$ cat src/rtl/poly_arb_pkg.sv
// Shared types and helpers for the poly stream arbiter.
// Round-robin search and ID width sizing live here.
package poly_arb_pkg;

  typedef enum logic {
    IDLE = 1'b0,
    PASS = 1'b1
  } state_e;

  localparam int MAX_SRC = 8;

  function automatic int id_width(input int n);
    return (n > 2) ? $clog2(n) : 1;
  endfunction

  // First set req bit after last, wrapping modulo n.
  function automatic logic [2:0] rr_next(
    input logic [MAX_SRC-1:0] req,
    input int                 last,
    input int                 n
  );
    logic [2:0] win;
    int         idx;
    win = '0;
    for (int i = MAX_SRC; i >= 1; i--) begin
      if (i <= n) begin
        idx = (last + i) % n;
        if (req[idx]) win = 3'(idx);
      end
    end
    return win;
  endfunction

endpackage

$ cat src/rtl/poly_stream_arbiter_if.sv
// Requester, core and return stream bundle.
// slave is the arbiter view, master the environment view.
interface poly_stream_arbiter_if #(
  parameter int NUM_SRC    = 2,
  parameter int DATA_WIDTH = 32
);
  logic [NUM_SRC*DATA_WIDTH-1:0] s_TDATA;
  logic [NUM_SRC-1:0]            s_TVALID;
  logic [NUM_SRC-1:0]            s_TREADY;
  logic [NUM_SRC-1:0]            s_TLAST;
  logic [DATA_WIDTH-1:0]         core_x_TDATA;
  logic                          core_x_TVALID;
  logic                          core_x_TREADY;
  logic                          core_x_TLAST;
  logic [DATA_WIDTH-1:0]         core_y_TDATA;
  logic                          core_y_TVALID;
  logic                          core_y_TREADY;
  logic                          core_y_TLAST;
  logic [NUM_SRC*DATA_WIDTH-1:0] m_TDATA;
  logic [NUM_SRC-1:0]            m_TVALID;
  logic [NUM_SRC-1:0]            m_TREADY;
  logic [NUM_SRC-1:0]            m_TLAST;
  logic                          busy;

  modport slave (
    input  s_TDATA, s_TVALID, s_TLAST,
    output s_TREADY,
    output core_x_TDATA, core_x_TVALID, core_x_TLAST,
    input  core_x_TREADY,
    input  core_y_TDATA, core_y_TVALID, core_y_TLAST,
    output core_y_TREADY,
    output m_TDATA, m_TVALID, m_TLAST,
    input  m_TREADY,
    output busy
  );

  modport master (
    output s_TDATA, s_TVALID, s_TLAST,
    input  s_TREADY,
    input  core_x_TDATA, core_x_TVALID, core_x_TLAST,
    output core_x_TREADY,
    output core_y_TDATA, core_y_TVALID, core_y_TLAST,
    input  core_y_TREADY,
    input  m_TDATA, m_TVALID, m_TLAST,
    output m_TREADY,
    input  busy
  );
endinterface

$ cat src/rtl/poly_arb_id_fifo.sv
// In-order queue of granted source IDs awaiting core results.
module poly_arb_id_fifo #(
  parameter int WIDTH = 1,
  parameter int DEPTH = 4
) (
  input  logic                   clk,
  input  logic                   rst_n,
  input  logic                   push,
  input  logic [WIDTH-1:0]       din,
  input  logic                   pop,
  output logic [WIDTH-1:0]       dout,
  output logic                   full,
  output logic                   empty,
  output logic [$clog2(DEPTH):0] count
);
  localparam int PW = $clog2(DEPTH);
  localparam int CW = PW + 1;

  logic [WIDTH-1:0] mem_q [DEPTH];
  logic [WIDTH-1:0] mem_d [DEPTH];
  logic [PW-1:0]    wr_q, wr_d, rd_q, rd_d;
  logic [CW-1:0]    cnt_q, cnt_d;
  logic             do_push, do_pop;

  always_comb begin
    full    = (cnt_q == CW'(DEPTH));
    empty   = (cnt_q == '0);
    do_push = push & ~full;
    do_pop  = pop & ~empty;
    wr_d    = wr_q + PW'(do_push);
    rd_d    = rd_q + PW'(do_pop);
    cnt_d   = cnt_q + CW'(do_push) - CW'(do_pop);
    mem_d   = mem_q;
    if (do_push) mem_d[wr_q] = din;
  end

  always_ff @(posedge clk or negedge rst_n) begin
    if (!rst_n) begin
      for (int i = 0; i < DEPTH; i++) mem_q[i] <= '0;
      wr_q  <= '0;
      rd_q  <= '0;
      cnt_q <= '0;
    end else begin
      mem_q <= mem_d;
      wr_q  <= wr_d;
      rd_q  <= rd_d;
      cnt_q <= cnt_d;
    end
  end

  assign dout  = mem_q[rd_q];
  assign count = cnt_q;
endmodule

$ cat src/rtl/poly_stream_arbiter.sv
// Round-robin packet arbiter sharing one poly core between
// NUM_SRC requesters, steering results back by queued source ID.
module poly_stream_arbiter
  import poly_arb_pkg::*;
#(
  parameter int NUM_SRC       = 2,
  parameter int DATA_WIDTH    = 32,
  parameter int ID_FIFO_DEPTH = 4
) (
  input logic                  clk,
  input logic                  rst_n,
  poly_stream_arbiter_if.slave bus
);
  localparam int ID_W = id_width(NUM_SRC);
  localparam int CW   = $clog2(ID_FIFO_DEPTH) + 1;

  state_e            state_q, state_d;
  logic [ID_W-1:0]   grant_q, grant_d;
  logic [ID_W-1:0]   last_q, last_d;
  logic [ID_W-1:0]   winner, head;
  logic [MAX_SRC-1:0] req;
  logic              push, pop, full, empty, pass, x_fire, y_rdy;
  logic [CW-1:0]     count;
  logic [NUM_SRC-1:0] s_rdy, m_v, m_l;

  assign pass   = (state_q == PASS);
  assign x_fire = bus.core_x_TVALID & bus.core_x_TREADY;

  always_comb begin
    req = '0;
    req[NUM_SRC-1:0] = bus.s_TVALID;
    winner = ID_W'(rr_next(req, int'(last_q), NUM_SRC));
  end

  always_comb begin
    state_d = state_q;
    grant_d = grant_q;
    last_d  = last_q;
    push    = 1'b0;
    unique case (state_q)
      IDLE: if (|bus.s_TVALID && !full) begin
        grant_d = winner;
        push    = 1'b1;
        state_d = PASS;
      end
      PASS: if (x_fire && bus.core_x_TLAST) begin
        last_d  = grant_q;
        state_d = IDLE;
      end
      default: state_d = IDLE;
    endcase
  end

  always_ff @(posedge clk or negedge rst_n) begin
    if (!rst_n) begin
      state_q <= IDLE;
      grant_q <= '0;
      last_q  <= ID_W'(NUM_SRC - 1);
    end else begin
      state_q <= state_d;
      grant_q <= grant_d;
      last_q  <= last_d;
    end
  end

  always_comb begin
    s_rdy = '0;
    if (pass) s_rdy[grant_q] = bus.core_x_TREADY;
  end

  assign bus.s_TREADY      = s_rdy;
  assign bus.core_x_TDATA  =
    bus.s_TDATA[int'(grant_q)*DATA_WIDTH +: DATA_WIDTH];
  assign bus.core_x_TVALID = pass & bus.s_TVALID[grant_q];
  assign bus.core_x_TLAST  = pass & bus.s_TLAST[grant_q];

  // Return path follows the oldest in-flight ID only.
  always_comb begin
    m_v   = '0;
    m_l   = '0;
    y_rdy = 1'b0;
    if (!empty) begin
      m_v[head] = bus.core_y_TVALID;
      m_l[head] = bus.core_y_TLAST;
      y_rdy     = bus.m_TREADY[head];
    end
  end

  assign pop = bus.core_y_TVALID & y_rdy & bus.core_y_TLAST;

  assign bus.m_TVALID      = m_v;
  assign bus.m_TLAST       = m_l;
  assign bus.m_TDATA       = {NUM_SRC{bus.core_y_TDATA}};
  assign bus.core_y_TREADY = y_rdy;
  assign bus.busy          = pass | (count != '0);

  poly_arb_id_fifo #(
    .WIDTH (ID_W),
    .DEPTH (ID_FIFO_DEPTH)
  ) u_id_fifo (
    .clk   (clk),
    .rst_n (rst_n),
    .push  (push),
    .din   (grant_d),
    .pop   (pop),
    .dout  (head),
    .full  (full),
    .empty (empty),
    .count (count)
  );
endmodule

$ cat src/flat_wrapper.sv
// flat-port wrapper written by rule: the top's interface ports become plain ports
module poly_stream_arbiter_flat import poly_arb_pkg::*;
#(
  parameter int NUM_SRC       = 2,
  parameter int DATA_WIDTH    = 32,
  parameter int ID_FIFO_DEPTH = 4
)
  (clk, rst_n, bus_s_TDATA, bus_s_TVALID, bus_s_TLAST, bus_s_TREADY, bus_core_x_TDATA, bus_core_x_TVALID, bus_core_x_TLAST, bus_core_x_TREADY, bus_core_y_TDATA, bus_core_y_TVALID, bus_core_y_TLAST, bus_core_y_TREADY, bus_m_TDATA, bus_m_TVALID, bus_m_TLAST, bus_m_TREADY, bus_busy);
  poly_stream_arbiter_if #(.NUM_SRC(NUM_SRC), .DATA_WIDTH(DATA_WIDTH)) bus_i ();
  input logic clk;
  input logic rst_n;
  input wire logic [$bits(bus_i.s_TDATA)-1:0] bus_s_TDATA;
  input wire logic [$bits(bus_i.s_TVALID)-1:0] bus_s_TVALID;
  input wire logic [$bits(bus_i.s_TLAST)-1:0] bus_s_TLAST;
  output wire logic [$bits(bus_i.s_TREADY)-1:0] bus_s_TREADY;
  output wire logic [$bits(bus_i.core_x_TDATA)-1:0] bus_core_x_TDATA;
  output wire logic [$bits(bus_i.core_x_TVALID)-1:0] bus_core_x_TVALID;
  output wire logic [$bits(bus_i.core_x_TLAST)-1:0] bus_core_x_TLAST;
  input wire logic [$bits(bus_i.core_x_TREADY)-1:0] bus_core_x_TREADY;
  input wire logic [$bits(bus_i.core_y_TDATA)-1:0] bus_core_y_TDATA;
  input wire logic [$bits(bus_i.core_y_TVALID)-1:0] bus_core_y_TVALID;
  input wire logic [$bits(bus_i.core_y_TLAST)-1:0] bus_core_y_TLAST;
  output wire logic [$bits(bus_i.core_y_TREADY)-1:0] bus_core_y_TREADY;
  output wire logic [$bits(bus_i.m_TDATA)-1:0] bus_m_TDATA;
  output wire logic [$bits(bus_i.m_TVALID)-1:0] bus_m_TVALID;
  output wire logic [$bits(bus_i.m_TLAST)-1:0] bus_m_TLAST;
  input wire logic [$bits(bus_i.m_TREADY)-1:0] bus_m_TREADY;
  output wire logic [$bits(bus_i.busy)-1:0] bus_busy;
  assign bus_i.s_TDATA = bus_s_TDATA;
  assign bus_i.s_TVALID = bus_s_TVALID;
  assign bus_i.s_TLAST = bus_s_TLAST;
  assign bus_s_TREADY = bus_i.s_TREADY;
  assign bus_core_x_TDATA = bus_i.core_x_TDATA;
  assign bus_core_x_TVALID = bus_i.core_x_TVALID;
  assign bus_core_x_TLAST = bus_i.core_x_TLAST;
  assign bus_i.core_x_TREADY = bus_core_x_TREADY;
  assign bus_i.core_y_TDATA = bus_core_y_TDATA;
  assign bus_i.core_y_TVALID = bus_core_y_TVALID;
  assign bus_i.core_y_TLAST = bus_core_y_TLAST;
  assign bus_core_y_TREADY = bus_i.core_y_TREADY;
  assign bus_m_TDATA = bus_i.m_TDATA;
  assign bus_m_TVALID = bus_i.m_TVALID;
  assign bus_m_TLAST = bus_i.m_TLAST;
  assign bus_i.m_TREADY = bus_m_TREADY;
  assign bus_busy = bus_i.busy;
  poly_stream_arbiter #(.NUM_SRC(NUM_SRC), .DATA_WIDTH(DATA_WIDTH), .ID_FIFO_DEPTH(ID_FIFO_DEPTH)) u_core (.clk(clk), .rst_n(rst_n), .bus(bus_i));
endmodule
$ cat config.mk
export PLATFORM = sky130hd
export DESIGN_NAME = poly_stream_arbiter_flat
export DESIGN_NICKNAME = d
export VERILOG_FILES = /design/src/rtl/poly_arb_pkg.sv /design/src/rtl/poly_stream_arbiter_if.sv /design/src/rtl/poly_arb_id_fifo.sv /design/src/rtl/poly_stream_arbiter.sv /design/src/flat_wrapper.sv
export SDC_FILE = /design/constraint.sdc
export NUM_CORES = 1
export LEC_CHECK = 0
export BUFFER_PORTS_ARGS = -buffer_cell sky130_fd_sc_hd__buf_2
export CAP_MARGIN = 20
export CORE_AREA = 4 4 81 83
export DETAILED_ROUTE_END_ITERATION = 6
export DIE_AREA = 0 0 85 87
export PLACE_DENSITY = 0.72
export SYNTH_ARGS = -nofsm -noshare
export SYNTH_HDL_FRONTEND = slang
export SYNTH_HIERARCHICAL = 1
export SYNTH_SLANG_ARGS = --single-unit
$ cat constraint.sdc
create_clock -name clk -period 2.9 [get_ports clk]
set_input_delay 0.29 -clock clk [delete_from_list [all_inputs] [get_ports clk]]
set_output_delay 0.29 -clock clk [all_outputs]
set_load 0.05 [all_outputs]
# Word level (Yosys, flattened, before mapping)
# Cells that the tools add are included.
# word_totals
elab_cells	89
register_bits	14
output_inout_bits	106
input_bits	107
# op_classes
n_reduce_logical	10
n_eq_ne	1
n_shift	1
bitwise_logic	18
order_cmp	9
add_sub_neg	6
muxes	34
# ops
cell	n
variable part select 64 x 7 -> 32 bit	1
2-to-1 mux 1 bit	23
less-than comparator 2 x 5 -> 1 bit, second input constant	2
bitwise AND 1 bit	7
bitwise AND 2 bit	3
binary-select mux 1 bit (select 2 bit)	3
greater-or-equal comparator 3 bit, second input constant	2
2-to-1 mux 2 bit	3
inverter 2 -> 3 bit	2
logical AND 1 bit	5
adder 2 x 1 -> 2 bit	2
bitwise mux 4 bit	1
less-than comparator 1 x 2 -> 1 bit, second input constant	2
adder 3 x 1 -> 3 bit	1
== test 3 bit, second input constant	1
zero test 3 bit	1
less-than comparator 3 x 1 -> 1 bit, second input constant	1
inverter 1 bit	3
nonzero test 3 bit	1
subtractor 3 x 1 -> 3 bit	1
adder 1 bit, second input constant	2
bitwise AND 1 bit, first input constant	2
demux 1 bit (select 1 bit)	2
demux 1 bit (select 2 bit)	1
other kinds (6)	7

# Logic depth before layout (Yosys ltp)
# Gate-level depths: netlist of run 1.
# logic_depth
word_depth	11
mapped_depth	10
ltp_nobuf	10

# Hierarchy
# The synthesis of run 1 kept the hierarchy.
# modules_own_cells
mod	cells_each	area_per_inst_um2	seq_area_each_um2	instances
poly_stream_arbiter	126	1108.6	76.3	1
poly_arb_id_fifo	39	521.8	275.3	1

# Worst setup path before layout of run 1
# No wires, ideal clock.
# synth_path
kind	register to register
from	reg u_core.u_id_fifo.rd_q[0]
to	reg u_core.u_id_fifo.cnt_q[2], in the netlist u_core/u_id_fifo/count[2]
arrival_time_ns	3.053
t_required_ns	2.776
slack_ns	-0.276
n_path_buf	0
setup_ns	0.124
synth_period_minus_slack_ns	3.176
stages_incl_launch_ff	11
cell_sequence	dfrtp_1 -> mux4_2 -> mux2i_1 -> nor2_1 -> and3_1 -> o31a_2 -> xnor2_1 -> ha_1 -> fa_1 -> xor2_1 -> xnor2_1
# synth_via
elab_chain_cells	11
# synth_lines
item	line_no	rtl
start, declared	poly_arb_id_fifo.sv:21	logic [PW-1:0] wr_q, wr_d, rd_q, rd_d;
start signal, assigned	poly_arb_id_fifo.sv:46	rd_q <= rd_d;
inverter 2 -> 3 bit (not written as such)	poly_arb_id_fifo.sv:51	assign dout = mem_q[rd_q];
binary-select mux 1 bit (select 2 bit)	poly_arb_id_fifo.sv:51	
2-to-1 mux 1 bit (not written as such) (2 in a row)	poly_arb_id_fifo.sv:51	
via u_core.head	poly_stream_arbiter.sv:20	logic [ID_W-1:0] winner, head;
2-to-1 mux 1 bit (not written as such) (2 in a row)	poly_stream_arbiter.sv:85	y_rdy = bus.m_TREADY[head];
2-to-1 mux 1 bit	poly_stream_arbiter.sv:82	if (!empty) begin
via bus_core_y_TREADY	flat_wrapper.sv:23	output wire logic [$bits(bus_i.core_y_TREADY)-1:0] bus_core_y_TREADY;
bitwise AND 1 bit (2 in a row)	poly_stream_arbiter.sv:89	assign pop = bus.core_y_TVALID & y_rdy & bus.core_y_TLAST;
via u_core.pop	poly_stream_arbiter.sv:22	logic push, pop, full, empty, pass, x_fire, y_rdy;
bitwise AND 1 bit	poly_arb_id_fifo.sv:29	do_pop = pop & ~empty;
subtractor 3 x 1 -> 3 bit	poly_arb_id_fifo.sv:32	cnt_d = cnt_q + CW'(do_push) - CW'(do_pop);
via u_core.u_id_fifo.cnt_d[2]	poly_arb_id_fifo.sv:22	logic [CW-1:0] cnt_q, cnt_d;
end signal, assigned	poly_arb_id_fifo.sv:47	cnt_q <= cnt_d;
end, declared	poly_arb_id_fifo.sv:22	
# The timed path passes the listed nets, and every way through them passes these cells. The select of a mux whose other input is x is not followed.
# A chain may end at the register's enable or synchronous reset.

# Worst setup path after layout of run 1
# layout_path
from	reg u_core.u_id_fifo.rd_q[0]
to	reg u_core.u_id_fifo.cnt_q[2], in the netlist u_core/u_id_fifo/count[2]
# layout_via
elab_chain_cells	11
# layout_lines
item	line_no
inverter 2 -> 3 bit (not written as such)	poly_arb_id_fifo.sv:51
binary-select mux 1 bit (select 2 bit)	poly_arb_id_fifo.sv:51
2-to-1 mux 1 bit (not written as such) (2 in a row)	poly_arb_id_fifo.sv:51
via u_core.head	poly_stream_arbiter.sv:20
2-to-1 mux 1 bit (not written as such) (2 in a row)	poly_stream_arbiter.sv:85
2-to-1 mux 1 bit	poly_stream_arbiter.sv:82
bitwise AND 1 bit (2 in a row)	poly_stream_arbiter.sv:89
via u_core.pop	poly_stream_arbiter.sv:22
bitwise AND 1 bit	poly_arb_id_fifo.sv:29
subtractor 3 x 1 -> 3 bit	poly_arb_id_fifo.sv:32
via u_core.u_id_fifo.cnt_d[2]	poly_arb_id_fifo.sv:22
# The timed path passes the listed nets, and every way through them passes these cells. The select of a mux whose other input is x is not followed.

==> metrics.md, run 1 <==
| Metric | Value |
|---|---|
| Run status | `completed` |
| Vias/cell | `4.30` |
| Gpl congestion | `0.704` |
| Sequential share of the synthesized area | `21.6%` |
| Main combinational cell family by area after synthesis | `buffers and inverters` |
| Fin crit share | `between 90% and 100%` |
| Xor/xnor cell area share of the yosys netlist | `3.22%` |
| GRT Max-Usage Layer | `met2` |
| Clock power share | `8.0%` |
| Most frequent cells in the layout | `buf_2, mux2_2, dfrtp_1` |
| H-tree depth | `1` |
| Setup WS pre-CTS | `0.160 ns` |
| Commonest non-fill, non-tap cell in the layout | `buf_2` |
| Core area | `a little under 6000 um^2` |
| I/O Buffers | `116` |
| Sequential Power Share | `between 10% and 20%` |
| DRT Wirelength | `4860 um` |
| Vias | `1274` |
| Post-cts sizing count | `0` |
| Crit end category | `register` |
| Data arrival, critical path | `around 2.9 ns` |
| CTS Hold Bufs | `1` |
| First-pass iteration count of the detailed router | `4` |
| Post-synth EDFFs | `0` |
| Period minus WS final | `~2.8 ns` |
| Fin. Hold Viols | `0` |
| Mapped Area | `1630 um^2` |
| Initial antenna violation count | `3` |
| First-pass GRT wire length | `7060 um` |
| Maximum net fanout on the critical path | `5` |
| CTS tree | `built` |
| Vias in the first global route | `1365` |
| DRC | `0` |
| Post-detail-place hpwl | `4290 um` |
| Clock latency on the worst-skew pair | `0.24 ns` |
| Die span in y | `87 um` |
| F_max | `~360 MHz` |
| Seq cells post-synth | `14` |
| Setup Crit Path Kind | `reg -> reg` |
| Initial core utilization | `27.9%` |
| CTS root buffer | `clkbuf_8` |
| Area share of fa/ha/maj cells after synthesis | `2.76%` |
| Final Skew | `0.00257 ns` |
| NetSw | `1.30 mW` |
| Nets | `331` |
| RSZ-0062 raised after global routing | `false` |
| HP Class | `in -> reg` |
| CP required | `3.02 ns` |
| WL per Instance | `between 15 and 20 um` |
| Area delta synth->final | `15.8%` |
| Met2 Use GR | `approximately a fifth` |
| Share of layout cells above drive strength 1 | `74.5%` |
| Largest net degree at the start of global routing | `19` |
| Number of max-cap violations | `0` |
| WHS | `0.391 ns` |
| Gr ovfl total | `0` |
| Rel. slew slack | `60.5%` |
| CTS Buf Count | `3` |
| Pint | `approximately 980 uW` |
| Maximum root-to-sink buffer count | `2` |
| Sw frac | `57.0%` |
| Worst-Margin Slew | `0.587 ns` |
| Post-synth cell types | `34` |
| Cells after synthesis | `165` |
| Final TNS setup | `0 ns` |
| Clock transition at the registers of the reported paths | `around 0.060 ns` |
| Final Util | `32.3%` |
| GRT Total Usage | `12.3%` |
| Async S/R FF share, synth | `between 90% and 100%` |
| FP Rows | `28` |
| Setup bufs post-CTS | `0` |
| Pwr Total | `2.28 mW` |
| Met3 usage | `8.51%` |
| Die width | `between 80 and 90 um` |
| Sink Count | `14` |
| Peak supply drop | `around 520 uV` |
| Num ports | `213` |
| Die area | `7400 um^2` |
| Power Dens Cells | `1210 nW/um^2` |
| Leakage Power | `0.976 nW` |
| GRT met1 Usage | `12.6%` |
| Post-route ant nets | `0` |
| Mux contribution to synthesized area | `28.8%` |
| Final Setup Violations | `0` |
| Syn nets | `275` |
| Fill count | `between 600 and 700` |
| Critical Path Source Type | `register` |
| Initial DRC count | `11` |
| Average cell area after synthesis | `approximately 10 um^2` |
| Synth Area in Compound Gates | `2.23%` |
| Comb power frac | `73.3%` |
| Area fraction in and, or, nand and nor cells after synthesis | `9.67%` |
| Top FF cell, synth | `dfrtp_1` |
| Final setup margin | `0.147 ns` |
| Synthesis warning total | `6` |
| Slew Viols, Final | `0` |
## Yosys cell counts (all sizes together), types with 2 or more instances
master | count | area share [%]
and3 | 2 | 0.77
and3b | 2 | 1.1
buf | 68 | 31
dfrtp | 13 | 20
ha | 2 | 1.5
inv | 3 | 0.69
mux2 | 37 | 26
mux2i | 3 | 1.8
nand2 | 5 | 1.2
nor2 | 3 | 0.69
nor2b | 2 | 0.77
nor3 | 2 | 0.61
nor3b | 2 | 0.92
xnor2 | 3 | 1.6
xor2 | 3 | 1.6
## area by class of cell
type	instances	area (um^2)	share of cell area, %
Antenna cell	1	2.50	0.133
Clock buffer	4	55.1	2.92
Inverter	3	11.3	0.596
Multi-Input combinational cell	80	768	40.7
Sequential cell	14	352	18.6
Tap cell	75	93.8	4.97
Timing Repair Buffer	119	606	32.1
## through the flow
stage	instances	area [um^2]
6_report	296	1890
5_1_grt	296	1890
4_1_cts	295	1890
3_5_place_dp	290	1820
3_3_place_gp	290	1820
2_1_floorplan	165	1640
## final timing paths
kind	from	end	slack, ns	depth (start not counted)
setup / recovery	u_core/u_id_fifo/rd_q[0]	u_core/u_id_fifo/count[2]	0.15	10
hold reg to reg	u_core/u_id_fifo/rd_q[1]	u_core/u_id_fifo/rd_q[1]	0.48	1
min in group asynchronous	rst_n	u_core/u_id_fifo/wr_q[0]	0.46	2
hold / removal	bus_s_TVALID[0]	u_core/grant_q	0.39	2
setup reg to reg	u_core/u_id_fifo/rd_q[0]	u_core/u_id_fifo/count[2]	0.15	10
max in group asynchronous	rst_n	u_core/last_q	2.15	2
## registers in the layout, summed over array words and instances, names as in the netlist
register and flops:
u_core/u_id_fifo/mem_q 4, u_core/u_id_fifo/count 3, u_core/u_id_fifo/rd_q 2, u_core/u_id_fifo/wr_q 2, u_core/grant_q 1, u_core/last_q 1
u_core/pass 1
## power groups by stage
stage / sequential (mW) / combinational, mW / clock, mW
floorplan: 0.381 / 1.60 / 0
global placement: 0.421 / 1.67 / 0
detailed placement: 0.428 / 1.69 / 0
CTS: 0.426 / 1.69 / 0.191
global route: 0.448 / 1.78 / 0.197
finish: 0.425 / 1.67 / 0.183
## worst max-delay path: stages (launching register included)
cell and delay, ns:
dfrtp_1 0.41, mux4_2 0.58, mux2i_1 0.27, nor2_4 0.04, and3_1 0.19, o31a_2 0.14, xnor2_1 0.14, ha_1 0.19
fa_1 0.38, xor2_1 0.17, xnor2_1 0.13
## layer usage
layer	routed length (um)	part of all wire, %
met3	749	15
met4	92	1.9
met2	2330	48
met5	21	0.43
met1	1670	34
## logic make-up after synthesis
family / count (synthesis)
AO/OA/AOI/OAI: 5
XOR/XNOR: 6
adder cells (fa/ha/maj): 3
buffers and inverters: 71
flip-flops: 14
multiplexers: 41
AND/OR/NAND/NOR: 25
No activity file was read; power rests on OpenSTA's default activity.
==> run 2: changes to the inputs <==
- RECOVER_POWER: default -> 50
- REMOVE_ABC_BUFFERS: default -> 1
- SLEW_MARGIN: default -> 10
==> run 2 against run 1 <==
- total power decreased by 0.39%
- global-route usage increased by 11 points
- critical path depth unchanged
- combinational power about the same
- maximum frequency increased by 1.7%
- clock power about the same
- flip-flop and latch count unchanged
- highest routed layer unchanged
- wire length increased by 84%
- critical path type unchanged
==> metrics.md, run 2 (synthesis gave the netlist of run 1 again) <==
| Metric | Value |
|---|---|
| CTS tree | `built (unchanged)` |
| Sw frac | `57.3% (was 57.0%)` |
| Largest net degree at the start of global routing | `27 (was 19)` |
| Clock latency on the worst-skew pair | `0.24 ns (about the same)` |
| Slew Viols, Final | `0 (unchanged)` |
| WL per Instance | `29.9 um (was 16.4 um)` |
| Sequential Power Share | `19.0% (was 18.6%)` |
| Initial core utilization | `27.9% (unchanged)` |
| Die area | `7400 um^2 (unchanged)` |
| Reg with most FFs | `u_core/u_id_fifo/mem_q (unchanged)` |
| Setup Crit Path Kind | `reg -> reg (unchanged)` |
| Clock transition at the registers of the reported paths | `0.06 ns (about the same)` |
| Pwr Total | `2.27 mW (was 2.28 mW)` |
| Inst Count DP | `289 (was 290)` |
| Final Setup Violations | `0 (unchanged)` |
| Worst-Margin Slew | `0.736 ns (was 0.587 ns)` |
| Pint | `970 uW (was 981 uW)` |
| Die span in y | `87 um (unchanged)` |
| Initial DRC count | `21 (was 11)` |
| HP Class | `in -> reg (unchanged)` |
| Peak supply drop | `383 uV (was 521 uV)` |
| Clock power share | `8.1% (was 8.0%)` |
| Core area | `5850 um^2 (unchanged)` |
| I/O Buffers | `116 (unchanged)` |
| F_max | `369 MHz (was 363 MHz)` |
| Post-route ant nets | `0 (unchanged)` |
| Data arrival, critical path | `2.83 ns (was 2.88 ns)` |
| CP required | `3.03 ns (was 3.02 ns)` |
| Maximum net fanout on the critical path | `5 (unchanged)` |
| Fin crit share | `93.4% (was 94.9%)` |
| Vias in the first global route | `1542 (was 1365)` |
| Post-cts sizing count | `0 (unchanged)` |
| Max FFs per register | `4 (unchanged)` |
| Crit end category | `register (unchanged)` |
| Vias | `1410 (was 1274)` |
| H-tree depth | `1 (unchanged)` |
| RSZ-0062 raised after global routing | `false (unchanged)` |
| Final Util | `32.1% (was 32.3%)` |
| Final setup margin | `0.193 ns (was 0.147 ns)` |
| CTS Hold Bufs | `1 (unchanged)` |
| Comb power frac | `72.9% (was 73.3%)` |
| Critical Path Source Type | `register (unchanged)` |
| Post-detail-place hpwl | `8130 um (was 4290 um)` |
| Nets | `330 (was 331)` |
| Gr ovfl total | `0 (unchanged)` |
| R2r setup slk | `0.19 ns (was 0.15 ns)` |
| NetSw | `1.30 mW (about the same)` |
| DP Area | `1810 um^2 (was 1820 um^2)` |
| DRC | `0 (unchanged)` |
| Vias/cell | `4.73 (was 4.30)` |
| FP Rows | `28 (unchanged)` |
| Share of layout cells above drive strength 1 | `73.5% (was 74.5%)` |
| CTS Buf Count | `3 (unchanged)` |
| Fin. Hold Viols | `0 (unchanged)` |
| Setup bufs post-CTS | `0 (unchanged)` |
| Power Dens Cells | `1210 nW/um^2 (about the same)` |
| Die width | `85 um (unchanged)` |
| Initial antenna violation count | `12 (was 3)` |
| Fill count | `643 (was 615)` |
| Area delta synth->final | `15.3% (was 15.8%)` |
| Num ports | `213 (unchanged)` |
| Number of max-cap violations | `0 (unchanged)` |
| Final Instance Count excl. Fillers | `298 (was 296)` |
| GRT Total Usage | `23.7% (was 12.3%)` |
| First-pass iteration count of the detailed router | `4 (unchanged)` |
| Final Instance Area | `1880 um^2 (was 1890 um^2)` |
| Commonest non-fill, non-tap cell in the layout | `buf_2 (unchanged)` |
| Leakage Power | `0.967 nW (was 0.976 nW)` |
| Maximum root-to-sink buffer count | `2 (unchanged)` |
| Run status | `completed (unchanged)` |
| Most frequent cells in the layout | `buf_2, mux2_2, dfrtp_1 (unchanged)` |
| Sink Count | `14 (unchanged)` |
| First-pass GRT wire length | `11900 um (was 7060 um)` |
| Setup WS pre-CTS | `0.234 ns (was 0.160 ns)` |
| Final Skew | `0.00383 ns (was 0.00257 ns)` |
| Period minus WS final | `2.71 ns (was 2.75 ns)` |
| DRT Wirelength | `8920 um (was 4860 um)` |
| Gpl congestion | `0.828 (was 0.704)` |
| Rel. slew slack | `50.9% (was 60.5%)` |
| CTS root buffer | `clkbuf_8 (unchanged)` |
## run 2: cell types whose count changed in the layout (fill, tap and decap cells not counted), sizes merged
cell,before,now
clkbuf,4,5
diode,1,4
buf,118,116
## run 2: path summary, 6_finish.rpt
path                                           from  depth (start not counted)                        end
min in group asynchronous                     rst_n                          2  u_core/u_id_fifo/count[0]
max reg2reg                u_core/u_id_fifo/rd_q[0]                         10  u_core/u_id_fifo/count[2]
min                                 bus_s_TVALID[0]                          2             u_core/grant_q
max in group asynchronous                     rst_n                          2   u_core/u_id_fifo/rd_q[0]
max                        u_core/u_id_fifo/rd_q[0]                         10  u_core/u_id_fifo/count[2]
min reg2reg                u_core/u_id_fifo/rd_q[1]                          1   u_core/u_id_fifo/rd_q[1]
## run 2: cell type report
cell class | instances | area [um^2] | share of cell area [%]
Antenna cell | 4 | 10.0 | 0.533
Inverter | 3 | 11.3 | 0.599
Tap cell | 75 | 93.8 | 4.99
Multi-Input combinational cell | 80 | 761 | 40.5
Sequential cell | 14 | 352 | 18.7
Clock buffer | 4 | 55.1 | 2.93
Timing Repair Buffer | 118 | 597 | 31.8
## run 2: power by group through the flow
stage                     clock network (mW)  registers (mW)  logic [mW]
after global routing                   0.199           0.451        1.76
after detailed placement                   0           0.434        1.66
after global placement                     0           0.426        1.64
final                                  0.183           0.432        1.66
after floorplan                            0           0.443        1.26
after CTS                              0.189           0.433        1.67
## run 2: worst max-delay path: stages, from the launching register on
cell and delay, ns:
dfrtp_1 0.40, mux4_2 0.58, mux2i_1 0.19, nor2_1 0.06, and3_1 0.20, o31a_2 0.14
xnor2_1 0.15, ha_1 0.21, fa_1 0.38, xor2_1 0.16, xnor2_1 0.12
## run 2: per-stage QoR
stage	hold WS, ns	TNS (ns)
3_3_place_gp	0.191	0
5_1_grt	0.393	0
4_1_cts	0.370	0
6_report	0.369	0
2_1_floorplan	-0.00559	-0.354
3_5_place_dp	0.199	0
## run 2: per-layer routing
layer  up-vias  wire length (um)  GRT usage [%]
li1        613                 -              -
met5         -               120           6.29
met1       571              2800           20.6
met4        16               110           3.60
met2       188              3510           33.9
met3        22              2380           30.7
==> run 3: changes to the inputs <==
- PLACE_DENSITY: 0.72 -> 0.77
==> run 3 against run 2 <==
- worst setup slack improved by 0.0013 ns
- sequential share of layout area barely moved
- non-clock buffer count did not move
- worst hold slack improved by 0.018 ns
- global-route usage rose by 0.079 points
- total power rose by 1.3%
- maximum frequency barely moved
- register-to-register slack barely moved
- sequential power rose by 2%
- critical path depth did not move
- clock power rose by 4%
==> metrics.md, run 3 (synthesis gave the netlist of run 1 again) <==
| Metric | Value |
|---|---|
| CP Cell Sequence | `mux4_2 -> mux2i_1 -> nor2_1 -> and3_1 -> o31a_2 -> xnor2_1 -> ha_1 -> fa_1 -> xor2_1 -> xnor2_1 (unchanged)` |
| CTS root buffer | `clkbuf_8 (unchanged)` |
| Sink Count | `14 (unchanged)` |
| Area delta synth->final | `15.0% (was 15.3%)` |
| Maximum root-to-sink buffer count | `2 (unchanged)` |
| Core area | `5850 um^2 (unchanged)` |
| Power Dens Cells | `1230 nW/um^2 (was 1210 nW/um^2)` |
| Fin crit share | `93.3% (was 93.4%)` |
| Crit path buf inv count | `0 (unchanged)` |
| First-pass GRT wire length | `11800 um (was 11900 um)` |
| DRC | `0 (unchanged)` |
| DRT Wirelength | `9020 um (was 8920 um)` |
| Most frequent cells in the layout | `buf_2, mux2_2, dfrtp_1 (unchanged)` |
| Post-route ant nets | `0 (unchanged)` |
| Vias/cell | `4.90 (was 4.73)` |
| Clock transition at the registers of the reported paths | `0.06 ns (about the same)` |
| Initial DRC count | `32 (was 21)` |
| Peak supply drop | `401 uV (was 383 uV)` |
| Gr ovfl total | `0 (unchanged)` |
| Share of layout cells above drive strength 1 | `73.5% (unchanged)` |
| Final Skew | `0.00370 ns (was 0.00383 ns)` |
| Initial core utilization | `27.9% (unchanged)` |
| Largest net degree at the start of global routing | `24 (was 27)` |
| First-pass iteration count of the detailed router | `4 (unchanged)` |
| Reg with most FFs | `u_core/u_id_fifo/mem_q (unchanged)` |
| Critical Path Source Type | `register (unchanged)` |
| Run status | `completed (unchanged)` |
| Post-detail-place hpwl | `8280 um (was 8130 um)` |
| CTS Buf Count | `3 (unchanged)` |
| HP Class | `in -> reg (unchanged)` |
| Crit-path most repeated cell | `xnor2_1 (unchanged)` |
| Nets | `330 (unchanged)` |
| Clock latency on the worst-skew pair | `0.25 ns (was 0.24 ns)` |
| Vias in the first global route | `1489 (was 1542)` |
| Slew Viols, Final | `0 (unchanged)` |
| Initial antenna violation count | `13 (was 12)` |
| Final Setup Violations | `0 (unchanged)` |
| Die width | `85 um (unchanged)` |
| CP required | `3.03 ns (about the same)` |
| Leakage Power | `0.967 nW (about the same)` |
| Num ports | `213 (unchanged)` |
| Maximum net fanout on the critical path | `5 (unchanged)` |
| Data arrival, critical path | `2.83 ns (about the same)` |
| GRT Total Usage | `23.8% (was 23.7%)` |
| Post-cts sizing count | `0 (unchanged)` |
| Die span in y | `87 um (unchanged)` |
| Commonest non-fill, non-tap cell in the layout | `buf_2 (unchanged)` |
| Period minus WS final | `2.71 ns (about the same)` |
| Max incr delay on CP | `0.59 ns (was 0.58 ns)` |
| Critical-path top delay cell | `mux4_2 (unchanged)` |
| Final Util | `32.0% (was 32.1%)` |
| I/O Buffers | `116 (unchanged)` |
| Vias | `1449 (was 1410)` |
| Worst-Margin Slew | `0.826 ns (was 0.736 ns)` |
| F_max | `370 MHz (was 369 MHz)` |
| Gpl congestion | `0.873 (was 0.828)` |
| Rel. slew slack | `44.9% (was 50.9%)` |
| CTS tree | `built (unchanged)` |
| Crit end category | `register (unchanged)` |
| Setup Crit Path Kind | `reg -> reg (unchanged)` |
| Die area | `7400 um^2 (unchanged)` |
| Max FFs per register | `4 (unchanged)` |
| Fin. Hold Viols | `0 (unchanged)` |
| Crit path max-delay family | `multiplexers (unchanged)` |
| WL per Instance | `30.5 um (was 29.9 um)` |
| DP Area | `1810 um^2 (unchanged)` |
| H-tree depth | `1 (unchanged)` |
| FP Rows | `28 (unchanged)` |
| Number of max-cap violations | `0 (unchanged)` |
| RSZ-0062 raised after global routing | `false (unchanged)` |
| Final Instance Area | `1870 um^2 (was 1880 um^2)` |
-- run 3: path summary, 6_finish.rpt --
path	startpoint	endpoint	slack (ns)	cells past startpoint
worst max-delay path	u_core/u_id_fifo/rd_q[0]	u_core/u_id_fifo/count[2]	0.19	10
worst min-delay path	bus_s_TVALID[0]	u_core/grant_q	0.39	2
worst max register to register	u_core/u_id_fifo/rd_q[0]	u_core/u_id_fifo/count[2]	0.19	10
worst min register to register	u_core/u_id_fifo/mem_q[3]	u_core/u_id_fifo/mem_q[3]	0.50	1
max in group asynchronous	rst_n	u_core/u_id_fifo/mem_q[3]	1.73	2
min in group asynchronous	rst_n	u_core/pass	0.65	2
-- run 3: timing repair --
item                                   4_1_cts  5_1_grt
endpoints found under the hold margin       13        0
buffers inserted                             0        0
hold buffers                                 1        0
-- run 3: final cells by class --
type	count	area, um^2
Timing Repair Buffer	118	597
Inverter	3	11.3
Tap cell	75	93.8
Multi-Input combinational cell	80	761
Sequential cell	14	352
Fill cell	624	3980
Antenna cell	2	5.00
Clock buffer	4	55.1
-- run 3: metal layers --
metal	part of all wire (%)	GRT usage, %
met2	39	33.5
met3	29	30.9
met5	1.5	4.90
met4	0.89	3.31
met1	30	21.2
-- run 3: where the power goes --
group | internal [mW] | switching (mW) | leakage [nW]
clock network | 0.120 | 0.0694 | 0.0288
logic | 0.547 | 1.13 | 0.777
registers | 0.305 | 0.135 | 0.162
-- run 3: worst register-to-register path: stages (launching register included) --
cell and delay, ns:
dfrtp_1 0.40, mux4_2 0.59, mux2i_1 0.17, nor2_1 0.06
and3_1 0.20, o31a_2 0.14, xnor2_1 0.14, ha_1 0.19
fa_1 0.38, xor2_1 0.17, xnor2_1 0.14
-- run 3: stage by stage --
stage / setup slack [ns] / total power, mW / setup TNS (ns) / hold slack, ns / std cells
final: 0.194 / 2.30 / 0 / 0.387 / 296
after global routing: 0.0662 / 2.42 / 0 / 0.409 / 296
after CTS: 0.194 / 2.31 / 0 / 0.371 / 294
after detailed placement: 0.204 / 2.12 / 0 / 0.205 / 289
after global placement: 0.315 / 2.06 / 0 / 0.193 / 289
after floorplan: -0.276 / 1.70 / -0.354 / -0.00559 / 97
